==> config.mk <==
export PLATFORM = sky130hd
export DESIGN_NAME = uart_rx_fifo
export DESIGN_NICKNAME = d
export VERILOG_FILES = /design/src/rtl/uart_pkg.sv /design/src/rtl/uart_fifo_ram.sv /design/src/rtl/uart_rx_fifo.sv
export SDC_FILE = /design/constraint.sdc
export NUM_CORES = 1
export LEC_CHECK = 0
export CORE_MARGIN = 3
export CORE_UTILIZATION = 45
export DETAILED_ROUTE_END_ITERATION = 12
export PLACE_DENSITY = 0.62
export SKIP_LAST_GASP = 1
export SYNTH_ARGS = -nofsm -noshare
export SYNTH_HDL_FRONTEND = slang
export SYNTH_SLANG_ARGS = --single-unit
export TNS_END_PERCENT = 20
==> constraint.sdc <==
create_clock -name i_clk -period 3.6 [get_ports i_clk]
set_input_delay 0.36 -clock i_clk [delete_from_list [all_inputs] [get_ports i_clk]]
set_output_delay 0.36 -clock i_clk [all_outputs]
set_load 0.01 [all_outputs]
==> src/rtl/uart_pkg.sv <==
// Shared UART constants: byte width and receive-queue defaults.
// The UART top and the receive FIFO both take their sizes from here.
package uart_pkg;

    localparam int UART_BYTE_W = 8;
    localparam int UART_DEPTH  = 16;
    localparam int UART_AW     = 4;
    localparam int UART_ERR_W  = 8;

    typedef logic [UART_BYTE_W-1:0] uart_byte_t;

endpackage

==> src/rtl/uart_fifo_ram.sv <==
// Byte storage for the receive queue.
// Synchronous write, asynchronous read, so the head byte is visible without extra latency.
module uart_fifo_ram
    import uart_pkg::*;
#(
    parameter int DEPTH = UART_DEPTH,
    parameter int AW    = UART_AW
) (
    input  logic                   i_clk,
    input  logic                   i_we,
    input  logic [AW-1:0]          i_waddr,
    input  logic [UART_BYTE_W-1:0] i_wdata,
    input  logic [AW-1:0]          i_raddr,
    output logic [UART_BYTE_W-1:0] o_rdata
);

    uart_byte_t r_mem [DEPTH];

    always_ff @(posedge i_clk) begin
        if (i_we) begin
            r_mem[i_waddr] <= i_wdata;
        end
    end

    assign o_rdata = r_mem[i_raddr];

endmodule

==> src/rtl/uart_rx_fifo.sv <==
// First-word-fall-through queue between the UART receiver and its consumer.
// It drops bytes that carry an error or arrive while the queue is full, and counts receive errors.
module uart_rx_fifo
    import uart_pkg::*;
#(
    parameter int DEPTH = UART_DEPTH,
    parameter int AW    = UART_AW,
    parameter int ERR_W = UART_ERR_W
) (
    input  logic                   i_clk,
    input  logic                   i_rst_n,
    input  logic                   i_received,
    input  logic [UART_BYTE_W-1:0] i_rx_byte,
    input  logic                   i_recv_error,
    output logic [UART_BYTE_W-1:0] o_rd_data,
    output logic                   o_rd_valid,
    input  logic                   i_rd_ready,
    input  logic                   i_flush,
    input  logic                   i_clr_ovf,
    output logic [AW:0]            o_count,
    output logic                   o_full,
    output logic                   o_overflow,
    output logic [ERR_W-1:0]       o_err_cnt
);

    localparam logic [AW:0] FULL_CNT = (AW+1)'(DEPTH);

    logic [AW-1:0]    r_wr_ptr;
    logic [AW-1:0]    r_rd_ptr;
    logic [AW:0]      r_count;
    logic             r_overflow;
    logic [ERR_W-1:0] r_err_cnt;
    logic             r_err_prev;

    logic       w_full;
    logic       w_rd_valid;
    logic       w_good_byte;
    logic       w_pop;
    logic       w_push;
    logic       w_drop_full;
    logic       w_err_rise;
    uart_byte_t w_ram_rdata;

    // Flags come only from registered occupancy; no path from i_received or i_rd_ready.
    assign w_full      = (r_count == FULL_CNT);
    assign w_rd_valid  = (r_count != '0);
    assign w_good_byte = i_received && !i_recv_error;
    assign w_pop       = w_rd_valid && i_rd_ready;
    assign w_push      = w_good_byte && (!w_full || w_pop);
    assign w_drop_full = w_good_byte && w_full && !w_pop;
    assign w_err_rise  = i_recv_error && !r_err_prev;

    uart_fifo_ram #(
        .DEPTH (DEPTH),
        .AW    (AW)
    ) u_ram (
        .i_clk   (i_clk),
        .i_we    (w_push && !i_flush),
        .i_waddr (r_wr_ptr),
        .i_wdata (i_rx_byte),
        .i_raddr (r_rd_ptr),
        .o_rdata (w_ram_rdata)
    );

    // DEPTH is a power of two, so the natural pointer rollover is the wrap.
    always_ff @(posedge i_clk or negedge i_rst_n) begin
        if (!i_rst_n) begin
            r_wr_ptr <= '0;
            r_rd_ptr <= '0;
            r_count  <= '0;
        end else if (i_flush) begin
            r_wr_ptr <= '0;
            r_rd_ptr <= '0;
            r_count  <= '0;
        end else begin
            if (w_push) begin
                r_wr_ptr <= r_wr_ptr + AW'(1);
            end
            if (w_pop) begin
                r_rd_ptr <= r_rd_ptr + AW'(1);
            end
            case ({w_push, w_pop})
                2'b10:   r_count <= r_count + (AW+1)'(1);
                2'b01:   r_count <= r_count - (AW+1)'(1);
                default: r_count <= r_count;
            endcase
        end
    end

    // A drop in the same cycle as a clear leaves the flag set.
    always_ff @(posedge i_clk or negedge i_rst_n) begin
        if (!i_rst_n) begin
            r_overflow <= 1'b0;
        end else if (w_drop_full) begin
            r_overflow <= 1'b1;
        end else if (i_clr_ovf) begin
            r_overflow <= 1'b0;
        end
    end

    always_ff @(posedge i_clk or negedge i_rst_n) begin
        if (!i_rst_n) begin
            r_err_prev <= 1'b0;
            r_err_cnt  <= '0;
        end else begin
            r_err_prev <= i_recv_error;
            if (w_err_rise && (r_err_cnt != '1)) begin
                r_err_cnt <= r_err_cnt + ERR_W'(1);
            end
        end
    end

    assign o_rd_data  = w_ram_rdata;
    assign o_rd_valid = w_rd_valid;
    assign o_count    = r_count;
    assign o_full     = w_full;
    assign o_overflow = r_overflow;
    assign o_err_cnt  = r_err_cnt;

endmodule
-- Yosys cells after proc, flatten, opt, wreduce, memory -nomap -nowiden
Memory sizes are Yosys's and may differ from the RTL's.
Cells that the tools add are included.
Widths: inputs -> output; s select.
- memories kept: 1
- bits in registers: 23
- input bits: 15
- logic and storage cells: 45
- RAM bits: 128
- add/sub/neg operators: 5
- mux-type cells: 10
- eq/ne operators: 4
- reductions and logical operators: 19
- memories (name ; words ; bits a word ; read ports ; clocked after Yosys merged registers in ; write ports ; RTL line ; text):
    u_ram.r_mem ; 16 ; 8 ; 1 ; 0 ; 1 ; uart_fifo_ram.sv:17 ; uart_byte_t r_mem [DEPTH];
- operators by type and width (cell ; number):
    $mux 4 ; 4
    $pmux 5 s2 ; 1
    $add 4x1->4 const B ; 2
    $add 8x1->8 const B ; 1
    $logic_and 1x1->1 ; 8
    $ne 8x8->1 const B ; 1
    $reduce_bool 2->1 ; 3
    $add 5x1->5 const B ; 1
    $eq 5x5->1 const B ; 1
    $logic_not 1->1 ; 5
    $mux 5 ; 1
    $reduce_bool 5->1 ; 1
    $sub 5x1->5 const B ; 1
    $mux 1 ; 4
    $reduce_bool 3->1 ; 1
    $eq 2x1->1 const B ; 1
    $eq 2x2->1 const B ; 1
    $logic_or 1x1->1 ; 1

-- Longest topological paths before layout
Gate-level depths: netlist of run 1.
- depth in word-level cells: 7
- depth in mapped cells: 11

-- Cells and area by module
A second synthesis of run 1 with hierarchy kept.
- cells, all modules: 342
- area total of the unflattened synthesis: 6244.7 um^2
- by module, submodules not included (module ; times used ; cells an instance ; area each (um^2)):
    uart_fifo_ram ; 1 ; 221 ; 4987.3
    uart_rx_fifo ; 1 ; 121 ; 1257.5

-- Least setup slack after synthesis of run 1
Ideal clock, no wire load.
- path type: register to register
- start point: register r_count[1], in the netlist o_count[1]
- end point: register r_count[4], in the netlist o_count[4]
- period minus slack after synthesis: 2.787 ns
- stages on the path, launching flop included: 11
- required time: 3.522 ns
- slack: 0.813 ns
- setup time: 0.078 ns
- arrival: 2.709 ns
- cell sequence: dfrtp_1 -> nor4_4 -> a21oi_1 -> nand2_1 -> inv_1 -> ha_1 -> nand2b_1 -> a21oi_1 -> or4_2 -> o211a_1 -> a21oi_1
- word-level cells in the longest chain between the ends: 7
- elaborated cells on any way between the ends: 13
- those cells by class: add/sub: 2; eq/ne: 3; mux: 2; reduce/logical: 6
- ends and longest elaborated chain (item ; RTL line ; text):
    from (decl) ; uart_rx_fifo.sv:30 ; logic [AW:0] r_count;
    from (signal assigned) ; uart_rx_fifo.sv:83 ; 2'b10: r_count <= r_count + (AW+1)'(1);
    from (signal assigned) ; uart_rx_fifo.sv:84 ; 2'b01: r_count <= r_count - (AW+1)'(1);
    from (signal assigned) ; uart_rx_fifo.sv:85 ; default: r_count <= r_count;
    $eq 5x5->1 or $reduce_bool 5->1 (tied branches) ; uart_rx_fifo.sv:45, uart_rx_fifo.sv:46 ;
    $logic_not 1->1 or $logic_and 1x1->1 (tied branches) ; uart_rx_fifo.sv:49, uart_rx_fifo.sv:48 ;
    $logic_or 1x1->1 ; uart_rx_fifo.sv:49 ; assign w_push = w_good_byte && (!w_full || w_pop);
    $logic_and 1x1->1 ; uart_rx_fifo.sv:49 ;
    $eq 2x1->1 or $eq 2x2->1 (tied branches) ; uart_rx_fifo.sv:82 ; case ({w_push, w_pop})
    $pmux 5 s2 ; uart_rx_fifo.sv:82 ;
    $mux 5 ; uart_rx_fifo.sv:71 ; end else if (i_flush) begin
Several ways; a longest one is shown, not always the timed one.
A chain may end at the register's enable or synchronous reset.

-- Worst setup path in the final report of run 1
- start point: register r_rd_ptr[0]
- end point: output o_rd_data[7]
- word-level cells in the longest chain between the ends: 1
- ends and longest elaborated chain (item ; RTL line ; text):
    from (decl) ; uart_rx_fifo.sv:29 ; logic [AW-1:0] r_rd_ptr;
    from (signal assigned) ; uart_rx_fifo.sv:80 ; r_rd_ptr <= r_rd_ptr + AW'(1);
    $mem_v2 16x8 ; -- ;
    to (decl) ; uart_rx_fifo.sv:15 ; output logic [UART_BYTE_W-1:0] o_rd_data,
No other way between the ends.

==> results.md, run 1 <==
Synthesis:
- Averaged over all synthesized cells, the footprint is 19.0 um2.
- The synthesized netlist contains 43 unique library cells.
- Synthesis produced 326 cells.
- The largest area contributor in the netlist is sky130_fd_sc_hd__edfxtp_1.
- Of the post-synthesis cell area, the dominant cell type holds 0.620.
- During synthesis, Yosys emitted a total of 0 warnings.
- The register bit count reported by yosys is 151.
- Among all flip-flop cells after synthesis, the most frequent one is sky130_fd_sc_hd__edfxtp_1.
- The register area share after synthesis is 0.713.
- The synthesized netlist net count is 351.
- Counting flops with a built-in enable in the synthesized netlist gives 128.
- Ranked by total cell area, the synthesized netlist is headed by sky130_fd_sc_hd__edfxtp_1 (62%), sky130_fd_sc_hd__mux4_2 (15%), sky130_fd_sc_hd__dfrtp_1 (9.3%), sky130_fd_sc_hd__nor2_1 (2.0%), sky130_fd_sc_hd__ha_1 (1.8%).
- The mapped netlist covers 6200 um2.
- Counting flops with an async set or reset pin after synthesis yields a share of 0.152.

Route:
- In the final routed layout, each cell accounts on average for 21.2 um.
- The remaining antenna violation count after routing is 0.
- The count of routing violations after the opening detailed-route iteration is 246.
- Dividing the detail-routed via count by the number of cells gives around 5.5.
- The number of search-and-repair iterations in the first detailed-routing pass is 4.
- The sum of routed wire length over all layers is 12200 um.
- The overall via count from detail_route is 3152.
- After detailed routing, the number of remaining DRC violations is 0.

Worst setup path:
- The start-to-end type of the worst setup path is register to primary output.
- In this run the critical register-to-register path is captured at o_count[4].
- At the worst endpoint, the required time is 3240 ps.
- The reg2reg setup slack is between 500 and 600 ps.
- The startpoint identified for the worst register-to-register timing path is o_count[0].
- The kind of cell with the highest combined delay along the critical path is multiplexers.
- The timing endpoint of the critical path is o_rd_data[7].
- Counting buffers and inverters, the worst setup path is 4 cells deep.
- For the worst setup path, the data arrival time is about 2800 ps.
- The standard cell with the maximum stage delay on the critical path is sky130_fd_sc_hd__mux4_2.
- Traced cell by cell, the critical path runs through buf_4 > mux4_2 > mux4_2 > clkdlybuf4s50_1.
- The worst register-to-register path has a depth of 10.
- The most prevalent standard cell on the critical path is sky130_fd_sc_hd__mux4_2.
- The launch point of the worst path is r_rd_ptr[0].
- The kind of launch point of the worst setup path is a register.
- STA classifies the critical path endpoint as a primary output.
- Together, buffers and inverters on the worst path number 2.
- The highest net fanout along the worst path is 23.
- On the worst path, the slowest cell contributes a delay of 600 ps.

Hold path:
- In this run the most critical hold path is launched from i_recv_error.
- The path class of the lowest-slack min-delay path is input pin to register.

Timing:
- The number of endpoints failing setup at the final stage is 0.
- The maximum clock skew at final layout is 7.22 ps.
- Setup repair after global routing left no endpoint under its margin.
- The number of pins with negative max-slew slack in the final report was 0.
- The worst pin sits at a relative slew slack of 0.305.
- The worst path needs between 3000 and 4000 ps of the cycle, external delays included.
- The number of endpoints with negative hold slack in the final report is 0.
- In the final timing run, aggregate negative setup slack is 0 ps.
- Dividing the final minimum period by the clock period gives 0.876.
- At the pin with the least slew margin, the transition time is 1040 ps.
- Based on the critical path, the design can be clocked at up to 317 MHz.

Power:
- The power density over cell area is 626 nW/um2.
- IR analysis of the VDD net gives a maximum drop of 0.350 mV.
- The analysis attributes to cell leakage a power of 2.54 nW.
- The share of total power dissipated in sequential elements is 0.437.
- The switching power total is 1.11 mW.
- Cell internal power was estimated by the tool at 3.57 mW.
- The clock network power share is 0.382.
- The portion of total power attributed to combinational logic is 0.182.
- The switching share of power is 0.237.

Floorplan:
- The starting utilization of the core area is 0.464.
- The horizontal die dimension is 123 um.
- The placeable core region is 13300 um2.
- The number of cell rows is 42.
- The number of top-level pins is 39.
- In this run the vertical extent of the chip is 123 um.
- The area of the die is 15200 um2.

Global route:
- The number of antenna violations at the first check in global routing is 0.
- The via count of the first global-routing pass was approximately 3.2k.
- The overall track demand over capacity in global routing is 0.177.
- The total overflow left after global routing is 0.
- The global-route wire length before repair is 18700 um.
- The largest net degree at the start of global routing is 36.

Placement:
- The total of buffers placed on input and output ports is 38.
- At the end of routability-driven placement, the weighted congestion stood at just under 0.8.
- The sum of net half-perimeters after detailed placement is ~7500 um.

Clocking:
- The number of sinks handled by clock tree synthesis is 151.
- No sink is reached through more buffers than the 2 on the longest clock path.
- The CTS tree is done.
- The clock tree synthesis step divided the H-tree into 4 levels.
- The post-cts sizing count is 0.
- The later pin in the worst-skew pair is clocked with a latency of 410 ps.
- The number of hold buffers added after CTS was 0.
- The number of buffers created by CTS is 17.
- The tree is rooted in a sky130_fd_sc_hd__clkbuf_16.
- Post-CTS timing repair inserted 0 buffers for setup.
- The register clock-pin slew on the reported worst setup and hold paths is 60 ps.

Finish:
- Of the cells placed in the final design, the portion with a size suffix greater than 1 is 0.249.
- The antenna diode count is 0.
- The utilization after layout is 0.560.
- Counting the fill cells in the layout gives 1049.
- In the final layout, the multi-input gates occupy between 1500 and 2000 um2.
- The storage element area is 4420 um2.
- From synthesis to final layout, the design area changed by 20.7%.
- The final net count is 416.

Status:
- The run finished with clean final reports.

Job:
- The max-cap violation count is 0.
[state kept, by name, summed over array words and instances, names as in the netlist]
name,count
r_rd_ptr,4
o_count,5
o_err_cnt,8
o_overflow,1
r_wr_ptr,4
r_err_prev,1
u_ram.r_mem,128
[cell usage in the layout (no fill, tap or decap), drive strengths merged, types with 2 or more instances in the layout]
| master | count |
|---|---|
| clkinv | 6 |
| dfrtp | 23 |
| nand4 | 3 |
| nand3 | 4 |
| ha | 9 |
| nor2 | 34 |
| edfxtp | 128 |
| nand2b | 2 |
| nor3 | 4 |
| mux2 | 2 |
| clkdlybuf4s50 | 38 |
| clkbuf | 19 |
| bufinv | 4 |
| inv | 10 |
| nand2 | 12 |
| mux4 | 40 |
| a21oi | 6 |
| xor2 | 10 |
| xnor2 | 6 |
| a211oi | 2 |
| buf | 21 |
| nor2b | 2 |
[metal layers]
metal,GRT usage,part of all wire,vias up,routed length (um)
met5,0,0,-,0
met4,0.0706,0.015,0,189
met3,0.0471,0.051,14,623
met2,0.280,0.51,78,6220
met1,0.236,0.43,1647,5220
li1,-,-,1413,-
[through the flow]
| stage | setup slack [ps] | hold WS [ps] | cells | cell area, um2 | power [mW] |
|---|---|---|---|---|---|
| 2_1_floorplan | 813 | 64.4 | 326 | 6200 | 2.63 |
| 3_3_place_gp | 607 | 480 | 548 | 6890 | 2.93 |
| 3_5_place_dp | 446 | 483 | 548 | 6890 | 2.94 |
| 4_1_cts | 399 | 461 | 578 | 7480 | 4.73 |
| 5_1_grt | 315 | 481 | 578 | 7480 | 4.89 |
| 6_report | 445 | 478 | 578 | 7480 | 4.68 |
[cell families (layout without fill, tap and decap cells)]
kind of cell               Yosys count  in the layout  synth area share
AOI/OAI and AO/OA                   16             16            0.0212
adders and majority gates           10             10            0.0214
DFF                                151            151             0.713
and+or+nand+nor                     68             68            0.0541
buffers and inverters               22             98            0.0162
xor gates and xnor gates            16             16            0.0226
muxes                               43             43             0.151
[final cells by class]
type	count	area share
Timing Repair Buffer	59	0.0719
Sequential cell	151	0.591
Multi-Input combinational cell	153	0.224
Clock buffer	19	0.0579
Clock inverter	11	0.0209
Inverter	9	0.00452
Tap cell	176	0.0294
[cells in the mapped netlist, types with 2 or more instances]
cell type and number:
sky130_fd_sc_hd__edfxtp_1 128, sky130_fd_sc_hd__mux4_2 40, sky130_fd_sc_hd__nor2_1 33, sky130_fd_sc_hd__dfrtp_1 23
sky130_fd_sc_hd__nand2_1 12, sky130_fd_sc_hd__xor2_1 10, sky130_fd_sc_hd__ha_1 9, sky130_fd_sc_hd__inv_1 9
sky130_fd_sc_hd__a21oi_1 6, sky130_fd_sc_hd__xnor2_1 6, sky130_fd_sc_hd__buf_1 4, sky130_fd_sc_hd__buf_4 4
sky130_fd_sc_hd__nand3_1 4, sky130_fd_sc_hd__clkbuf_1 3, sky130_fd_sc_hd__nand4_1 3, sky130_fd_sc_hd__nor3_1 3
sky130_fd_sc_hd__a211oi_1 2, sky130_fd_sc_hd__nor2b_1 2
[worst min path at each step]
stage                   endpoint  depth (start not counted)
finish                r_err_prev                          1
global route          r_err_prev                          1
CTS                   r_err_prev                          1
global placement    o_err_cnt[6]                          1
detailed placement  o_err_cnt[6]                          1
floorplan             o_count[0]                          0
[power groups by stage]
stage	registers (mW)	logic, mW	clock network, mW
after floorplan	2.08	0.548	0
after global placement	2.08	0.857	0
after detailed placement	2.08	0.864	0
after CTS	2.05	0.867	1.82
after global routing	2.06	0.926	1.91
final	2.05	0.851	1.79
(Power assumes the default switching activity.)
==> inputs of run 2 (changes only) <==
==> constraint.sdc (replaced) <==
create_clock -name i_clk -period 3.82 [get_ports i_clk]
set_input_delay 0.382 -clock i_clk [delete_from_list [all_inputs] [get_ports i_clk]]
set_output_delay 0.382 -clock i_clk [all_outputs]
set_load 0.01 [all_outputs]
==> run 2 against run 1 <==
First-iteration DRC count rose by 24%. Die area did not move. Critical path depth did not move. Utilization fell by 0.075 points. Power fell by 6.3%. Register-to-register slack improved by 260 ps. Non-clock buffer count fell by 1. Largest power group unchanged.
==> results.md, run 2 (same netlist as run 1, synthesis figures left out) <==
Global route:
- The via count of the first global-routing pass is 3203 (was 3212).
- The number of antenna violations at the first check in global routing came to 0 (unchanged).
- The met3 demand-to-capacity share in global routing is 0.0444 (was 0.0471).
- The global-route wire length before repair is 19000 um (was 18700 um).
- The largest net degree at the start of global routing was 36 (unchanged).
- The met2 global-route usage is 0.273 (was 0.280).
- The total overflow reported by the global router is 0 (unchanged).
- The most used routing layer in global routing was met2 (unchanged).
- The overall track demand over capacity in global routing is 0.180 (was 0.177).
- The met1 track demand over resource is 0.255 (was 0.236).

Route:
- The number of search-and-repair iterations in the first detailed-routing pass came to 4 (unchanged).
- The via-per-instance ratio came to 5.36 (was 5.45).
- The remaining antenna violation count after routing is 0 (unchanged).
- The count of routing violations after the opening detailed-route iteration was 304 (was 246).
- The total DRC errors in the routed layout is 0 (unchanged).
- The sum of routed wire length over all layers came to 12300 um (was 12200 um).
- The overall via count from detail_route came to 3105 (was 3152).
- The routed length per instance is 21.2 um (about the same).

Finish:
- The synthesis-to-layout area growth is 20.5% (was 20.7%).
- The register with the most flip-flops is u_ram.r_mem (unchanged).
- The most common cell after layout, fill and taps aside is sky130_fd_sc_hd__edfxtp_1 (unchanged).
- The number of flip-flops in the largest register is 128 (unchanged).
- The share of cells above drive strength 1 was 0.256 (was 0.249).
- The final net count is 415 (was 416).
- The antenna diode count is 0 (unchanged).
- Highest-count cells in the layout ignoring fill and taps: sky130_fd_sc_hd__edfxtp_1 (128), sky130_fd_sc_hd__mux4_2 (40), sky130_fd_sc_hd__clkdlybuf4s50_1 (38) (unchanged).
- The final design area excluding fillers is 7470 um2 (was 7480 um2).
- The fill cell total of the finished layout is 1059 (was 1049).
- The utilization after layout is 0.560 (about the same).

Worst setup path:
- The start-to-end type of the worst setup path is register to primary output (unchanged).
- The data arrival time of the critical path came to 2790 ps (about the same).
- The required time at the endpoint of the critical path is 3440 ps (was 3240 ps).
- The kind of launch point of the worst setup path is a register (unchanged).
- The reg2reg setup slack was 770 ps (was 510 ps).
- The endpoint type of the worst setup path is a primary output (unchanged).
- The highest net fanout along the worst path is 23 (unchanged).

Clocking:
- The buffer count from post-CTS setup fixing came to 0 (unchanged).
- The maximum number of buffers from clock root to sink is 2 (unchanged).
- The clock insertion delay at the later pin of the skew report came to 420 ps (was 410 ps).
- The number of levels in the clock H-tree is 4 (unchanged).
- The CTS tree is done (unchanged).
- The post-cts sizing count is 0 (unchanged).
- The number of sinks handled by clock tree synthesis is 151 (unchanged).
- The number of hold-repair buffers added at the cts stage came to 0 (unchanged).
- The register clock-pin slew on the reported worst setup and hold paths came to 60 ps (about the same).
- The library cell used as clock root buffer is sky130_fd_sc_hd__clkbuf_16 (unchanged).
- The number of buffers created by CTS is 17 (unchanged).

Timing:
- The number of endpoints with negative hold slack in the final report is 0 (unchanged).
- The highest clock frequency the design can meet is 315 MHz.
- The fraction of the cycle the final worst path needs is 0.831.
- The accumulated negative setup slack is 0 ps (unchanged).
- The number of endpoints failing setup at the final stage was 0 (unchanged).
- The worst slew margin relative to its limit is 0.265 (was 0.305).
- The time the final worst path needs with I/O delays and setup is 3180 ps.
- The transition time of the tightest slew-check pin is 1100 ps (was 1040 ps).
- Unrepaired setup endpoints after global routing: false (unchanged).
- The number of pins with negative max-slew slack in the final report is 0 (unchanged).
- The maximum clock skew at final layout is 5.70 ps (was 7.22 ps).

Placement:
- The sum of net half-perimeters after detailed placement is 7690 um (was 7500 um).
- The total cell area at the placement stage is 6880 um2 (was 6890 um2).
- The weighted congestion reported at the end of routability-driven placement was 0.782 (was 0.771).
- The total of buffers placed on input and output ports is 38 (unchanged).

Floorplan:
- The starting utilization of the core area came to 0.464 (unchanged).
- The placeable core region is 13300 um2 (unchanged).
- The height of the chip is 123 um (unchanged).
- The number of top-level pins is 39 (unchanged).
- The horizontal die dimension came to 123 um (unchanged).
- The area of the die is 15200 um2 (unchanged).
- The number of cell rows is 42 (unchanged).

Power:
- The worst-case vdd ir drop came to 0.332 mV (was 0.350 mV).
- The total power is 4.39 mW (was 4.68 mW).
- The static leakage is 2.53 nW (was 2.54 nW).
- The power density over cell area is 588 nW/um2 (was 626 nW/um2).

Status:
- Status: completed (unchanged).

Job:
- The max-cap violation count came to 0 (unchanged).

Hold path:
- The path class of the lowest-slack min-delay path was input pin to register (unchanged).
run 2: cell count changes in the layout (fill, tap and decap cells not counted):
cell,previous run,this run
sky130_fd_sc_hd__clkinv_1,2,0
sky130_fd_sc_hd__clkinv_2,4,6
sky130_fd_sc_hd__buf_4,21,20
sky130_fd_sc_hd__bufinv_16,4,3
sky130_fd_sc_hd__clkinv_4,0,1
sky130_fd_sc_hd__clkinvlp_4,0,1
sky130_fd_sc_hd__inv_6,1,2
run 2: power breakdown:
group	internal [mW]	switching, mW	total [mW]
sequential	1.85	0.0767	1.93
combinational	0.443	0.365	0.807
clock	1.02	0.633	1.66
run 2: critical path: stages (launching register included):
cell                              delay, ps
sky130_fd_sc_hd__dfrtp_2                350
sky130_fd_sc_hd__buf_4                  400
sky130_fd_sc_hd__mux4_2                 570
sky130_fd_sc_hd__mux4_2                 530
sky130_fd_sc_hd__clkdlybuf4s50_1        500
run 2: worst paths after layout:
path,start,end,depth (start not counted)
setup / recovery,r_rd_ptr[0],o_rd_data[7],4
hold / removal,i_recv_error,r_err_prev,1
setup reg to reg,o_count[0],o_count[4],10
hold reg to reg,o_err_cnt[6],o_err_cnt[6],1
max in group asynchronous,i_rst_n,r_rd_ptr[0],1
min in group asynchronous,i_rst_n,o_count[4],1
run 2: routing by layer:
layer,wire length [um],vias to the layer above
li1,-,1414
met1,5290,1600
met2,6120,77
met3,682,14
met4,196,0
met5,0,-
run 2: stage by stage:
stage	setup slack, ps	cells	hold slack, ps
2_1_floorplan	1030	326	86.4
3_3_place_gp	809	547	492
3_5_place_dp	698	547	487
4_1_cts	592	579	467
5_1_grt	518	579	488
6_report	644	579	480
run 2: final cells by class:
cell class | instances | area (um2) | share of cell area
flip-flops and latches | 151 | 4420 | 0.592
multi-input cells | 153 | 1680 | 0.224
repair buffers | 58 | 531 | 0.0710
clock buffers | 19 | 433 | 0.0580
well taps | 176 | 220 | 0.0295
clock inverters | 13 | 154 | 0.0206
inverters | 9 | 33.8 | 0.00452
